$ cat config.mk
export PLATFORM = sky130hd
export DESIGN_NAME = fetch_buffer
export DESIGN_NICKNAME = d
export VERILOG_FILES = /design/src/rtl/fetch_buffer_pkg.sv /design/src/rtl/fetch_buffer.sv
export SDC_FILE = /design/constraint.sdc
export NUM_CORES = 1
export LEC_CHECK = 0
export CAP_MARGIN = 20
export CORE_ASPECT_RATIO = 1.4
export CORE_MARGIN = 10
export CORE_UTILIZATION = 48
export DETAILED_ROUTE_END_ITERATION = 12
export HOLD_SLACK_MARGIN = 0.12
export PLACE_DENSITY = 0.79
export SYNTH_ARGS = -nofsm -noshare
export SYNTH_HDL_FRONTEND = slang
export SYNTH_SLANG_ARGS = --single-unit
$ cat constraint.sdc
create_clock -name clk -period 8.86 [get_ports clk]
set_clock_uncertainty 0.05 [all_clocks]
set_input_delay 0.886 -clock clk [delete_from_list [all_inputs] [get_ports clk]]
set_output_delay 0.886 -clock clk [all_outputs]
set_load 0.02 [all_outputs]
$ cat src/rtl/fetch_buffer_pkg.sv
`default_nettype none
// ============================================================================
// Module      : fetch_buffer_pkg
// Description : Shared CPU definitions: bubble instruction and buffer entry.
// Revision    : 1.0 - initial release
// ============================================================================
package fetch_buffer_pkg;

    localparam logic [31:0] c_NOP_INST = 32'h0000_0013;

    typedef struct packed {
        logic [31:0] pc;
        logic [31:0] inst;
        logic        misalign;
    } fetch_entry_t;

endpackage
`default_nettype wire

$ cat src/rtl/fetch_buffer.sv
`default_nettype none
// ============================================================================
// Module      : fetch_buffer
// Description : FIFO between fetch and decode; emits NOP_INST bubbles when empty.
// Revision    : 1.0 - initial release
// ============================================================================
module fetch_buffer
    import fetch_buffer_pkg::*;
#(
    parameter int          DEPTH    = 2,
    parameter logic [31:0] NOP_INST = c_NOP_INST
) (
    input  logic                     clk,
    input  logic                     rstn,
    input  logic                     in_valid,
    input  logic [31:0]              in_pc,
    input  logic [31:0]              in_inst,
    output logic                     in_ready,
    output logic                     out_valid,
    output logic [31:0]              out_pc,
    output logic [31:0]              out_inst,
    output logic                     out_misalign,
    input  logic                     out_ready,
    input  logic                     flush,
    output logic [$clog2(DEPTH):0]   count
);

    localparam int c_PTR_W = $clog2(DEPTH);
    localparam int c_CNT_W = c_PTR_W + 1;
    localparam logic [c_CNT_W-1:0] c_FULL = c_CNT_W'(DEPTH);

    fetch_entry_t        r_mem_q [DEPTH];
    fetch_entry_t        w_entry_d;
    fetch_entry_t        w_head_entry;
    logic [c_PTR_W-1:0]  r_head_q, w_head_d;
    logic [c_PTR_W-1:0]  r_tail_q, w_tail_d;
    logic [c_CNT_W-1:0]  r_count_q, w_count_d;
    logic                w_push;
    logic                w_pop;
    logic                w_empty;

    assign w_empty      = (r_count_q == '0);
    assign in_ready     = (r_count_q < c_FULL);
    assign w_push       = in_valid && in_ready && !flush;
    assign w_pop        = !w_empty && out_ready && !flush;
    assign w_head_entry = r_mem_q[r_head_q];

    always_comb begin
        w_entry_d          = '0;
        w_entry_d.pc       = in_pc;
        w_entry_d.inst     = in_inst;
        w_entry_d.misalign = (in_pc[1:0] != 2'b00);

        w_head_d  = r_head_q;
        w_tail_d  = r_tail_q;
        w_count_d = r_count_q;
        if (flush) begin
            w_head_d  = '0;
            w_tail_d  = '0;
            w_count_d = '0;
        end else begin
            // Pointers are log2(DEPTH) bits, so the increment wraps on its own.
            if (w_push) w_tail_d = r_tail_q + 1'b1;
            if (w_pop)  w_head_d = r_head_q + 1'b1;
            case ({w_push, w_pop})
                2'b10:   w_count_d = r_count_q + 1'b1;
                2'b01:   w_count_d = r_count_q - 1'b1;
                default: w_count_d = r_count_q;
            endcase
        end
    end

    always_ff @(posedge clk) begin
        if (!rstn) begin
            r_head_q  <= '0;
            r_tail_q  <= '0;
            r_count_q <= '0;
        end else begin
            r_head_q  <= w_head_d;
            r_tail_q  <= w_tail_d;
            r_count_q <= w_count_d;
        end
    end

    // Entry data is never reset; every output is masked by the occupancy.
    always_ff @(posedge clk) begin
        if (rstn && w_push) r_mem_q[r_tail_q] <= w_entry_d;
    end

    assign count        = r_count_q;
    assign out_valid    = !w_empty;
    assign out_pc       = w_empty ? 32'h0 : w_head_entry.pc;
    assign out_inst     = w_empty ? NOP_INST : w_head_entry.inst;
    assign out_misalign = w_empty ? 1'b0 : w_head_entry.misalign;

endmodule
`default_nettype wire

==> impl_metrics.env <==
export IMPL_status="complete, no violations"
export IMPL_worstHoldEndpoint="r_head_q"
export IMPL_power_total_uw=1450
export IMPL_synth_nets=374
export IMPL_cts_hold_buf=0
export IMPL_row_count=44
export IMPL_dr_pass1_iters=4
export IMPL_hpwl_um=7460
export IMPL_hold_path_startpoint="r_head_q"
export IMPL_drt_initial_drc_count=144
export IMPL_synth_cells=304
export IMPL_ff2ff_path_depth=5
export IMPL_routed_via_count=2959
export IMPL_io_buffers=137
export IMPL_critical_path_max_fanout=33
export IMPL_cts_resized=0
export IMPL_report_final_hold_viol_count=0
export IMPL_ctsRootBufferMaster="clkbuf_16"
export IMPL_ys_types=21
export IMPL_wl_per_cell_um=18.1
export IMPL_rsz0062_at_grt="false"
export IMPL_wirelength_um=10900
export IMPL_setup_viol=0
export IMPL_peakVddDrop_mv=0.148
export IMPL_grt_overflow_total=0
export IMPL_cts_buffers_inserted=17
export IMPL_hp_class="reg2reg"
export IMPL_cts_buffer_depth=2
export IMPL_antenna_found_initial=0
export IMPL_drive_above_1_share_pct=7.56
export IMPL_worstPathRequired_ns=7.92
export IMPL_grt_pass1_vias=3212
export IMPL_antenna_left=0
export IMPL_yosysTopAreaCell="edfxtp_1"
export IMPL_fillers=671
export IMPL_grt_max_degree=66
export IMPL_start_util_pct=49.3
export IMPL_finalSetupTns_ns=0
export IMPL_cts_setup_buffers=0
export IMPL_fin_crit_sh_pct=42.4
export IMPL_power_density_nw_per_um2=202
export IMPL_r2r_start="count[1]"
export IMPL_timing_rr_end="count[1]"
export IMPL_num_io_pins=138
export IMPL_holdPathStages=2
export IMPL_syn_avg_cell_area_um2=16.9
export IMPL_crit_arrival_ns=2.82
export IMPL_cp_end_kind="output port"
export IMPL_clk_latency_ns=0.40
export IMPL_drv_slew=0
export IMPL_ys_top_cells_by_area="edfxtp_1, mux2i_1, nor2_1"
export IMPL_synth_top_cell_area_share_pct=76.1
export IMPL_cts_tree="yes"
export IMPL_maxCapViolations=0
export IMPL_synth_warnings=0
export IMPL_post_route_drc_count=0
export IMPL_seq_area_frac_synth_pct=78.0
export IMPL_grt_pass1_wl_um=16600
export IMPL_antennaDiodeCount=0
export IMPL_ys_ff_latch=135
export IMPL_gp_congestion=0.728
export IMPL_viasPerCell=4.92
export IMPL_layout_nets=520
export IMPL_coreArea_um2=10400
export IMPL_grt_util_all_layers_pct=14.2
export IMPL_cts_sinks=135
export IMPL_syn_area_um2=5130
export IMPL_cts_max_level=4
export IMPL_placed_cell_area_um2=6640
export IMPL_die_w_um=107
export IMPL_relSlewSlack_pct=21.8
export IMPL_regToRegSetupSlack_ns=7.05
export IMPL_dieArea_um2=15300
export IMPL_area_growth_pct=40.0
export IMPL_timing_fmax_mhz=266
export IMPL_critPathKind="reg2out"
export IMPL_design_area_um2=7180
export IMPL_die_h_um=142
export IMPL_critPathLaunchType="flip-flop"
export IMPL_worst_pin_slew_ns=1.17
export IMPL_power_leakage_uw=0.00230
export IMPL_path_clk_slew_ns=0.06
export IMPL_period_needed_ns=3.76
[layer usage]
| layer | up-vias | part of all wire [%] | global-route usage [%] |
|---|---|---|---|
| met5 | - | 0 | 0 |
| met3 | 11 | 6.7 | 6.17 |
| met4 | 0 | 1.8 | 6.21 |
| met2 | 92 | 56 | 25.7 |
| li1 | 1412 | - | - |
| met1 | 1444 | 36 | 13.7 |
[how the worst max path moves through the flow]
stage	depth (start not counted)	from	slack (ns)	end
floorplan	3	in_valid	2.36	r_mem_q[1][0]
global placement	5	count[1]	5.54	out_inst[0]
detailed placement	5	count[1]	5.50	out_inst[0]
CTS	5	count[1]	5.07	out_inst[0]
global route	5	count[1]	4.91	out_inst[0]
finish	5	count[1]	5.10	out_inst[0]
[state kept, by name (all words and copies together), names as in the netlist, named ones only]
signal and count:
r_tail_q 1, count 2, r_mem_q 130, r_head_q 1
[layout by cell type (no fill, tap or decap)]
master | netlist | final
a21oi_1 | 1 | 1
buf_4 | 6 | 4
bufinv_16 | 0 | 2
clkbuf_1 | 0 | 3
clkbuf_16 | 0 | 17
clkdlybuf4s50_1 | 0 | 137
clkinv_1 | 0 | 3
clkinv_2 | 0 | 6
clkinv_4 | 0 | 1
dfxtp_1 | 5 | 4
dfxtp_4 | 0 | 1
edfxtp_1 | 130 | 130
ha_1 | 1 | 1
inv_1 | 2 | 2
mux2i_1 | 65 | 65
nand2_1 | 5 | 5
nand2b_1 | 1 | 1
nor2_1 | 67 | 67
nor2_4 | 0 | 1
nor2b_1 | 2 | 2
nor3_2 | 0 | 1
nor3b_2 | 0 | 1
o21ai_0 | 2 | 2
or2_2 | 1 | 1
or3_1 | 1 | 1
xnor2_1 | 2 | 2
xor2_1 | 2 | 2
[kinds of logic (layout without fill, tap and decap cells)]
group	after synthesis	in the layout	synth area share [%]
flops	135	135	78.0
mux	65	65	12.7
compound gates	3	3	0.293
simple gates	80	80	6.24
fa+ha+maj	1	1	0.244
xor+xnor	4	4	0.683
buf+inv	16	175	1.80
[critical path, stage by stage (launching register included)]
cell and delay, ns:
dfxtp_1 0.41, nor2_4 0.65, buf_4 0.45, inv_1 0.16, nand2_1 0.11, clkdlybuf4s50_1 0.62
[cell type report]
type	instances	area (um2)	area share, %
repair buffers	141	1400	19.5
multi-input cells	153	1050	14.6
clock buffers	20	437	6.08
inverters	2	7.51	0.104
clock inverters	12	110	1.53
well taps	138	173	2.40
flip-flops and latches	135	4010	55.8
[synthesized netlist by cell type]
| cell | n |
|---|---|
| nor2_1 | 67 |
| nor2b_1 | 2 |
| a21oi_1 | 1 |
| mux2i_1 | 65 |
| nor3b_1 | 1 |
| or2_2 | 1 |
| o21ai_0 | 2 |
| nand2_1 | 5 |
| ha_1 | 1 |
| dfxtp_1 | 5 |
| nand2b_1 | 1 |
| nor3_1 | 1 |
| edfxtp_1 | 130 |
| or3_1 | 1 |
| buf_4 | 6 |
| xnor2_1 | 2 |
| xor2_1 | 2 |
| nor2_2 | 1 |
| inv_1 | 2 |
| buf_2 | 7 |
| clkbuf_2 | 1 |
[power breakdown]
group | switching [uW] | internal, uW
sequential | 5.40 | 714
clock | 234 | 407
combinational | 42.1 | 50.5
[through the flow]
step,hold WS (ns),worst slack (ns),cells,utilization (%)
2_1_floorplan,0.422,2.36,304,-
3_3_place_gp,0.436,5.54,569,63.8
3_5_place_dp,0.443,5.50,569,63.8
4_1_cts,0.457,5.07,601,69.0
5_1_grt,0.520,4.91,601,69.0
6_report,0.455,5.10,601,69.0
No activity file was read; power rests on OpenSTA's default activity.
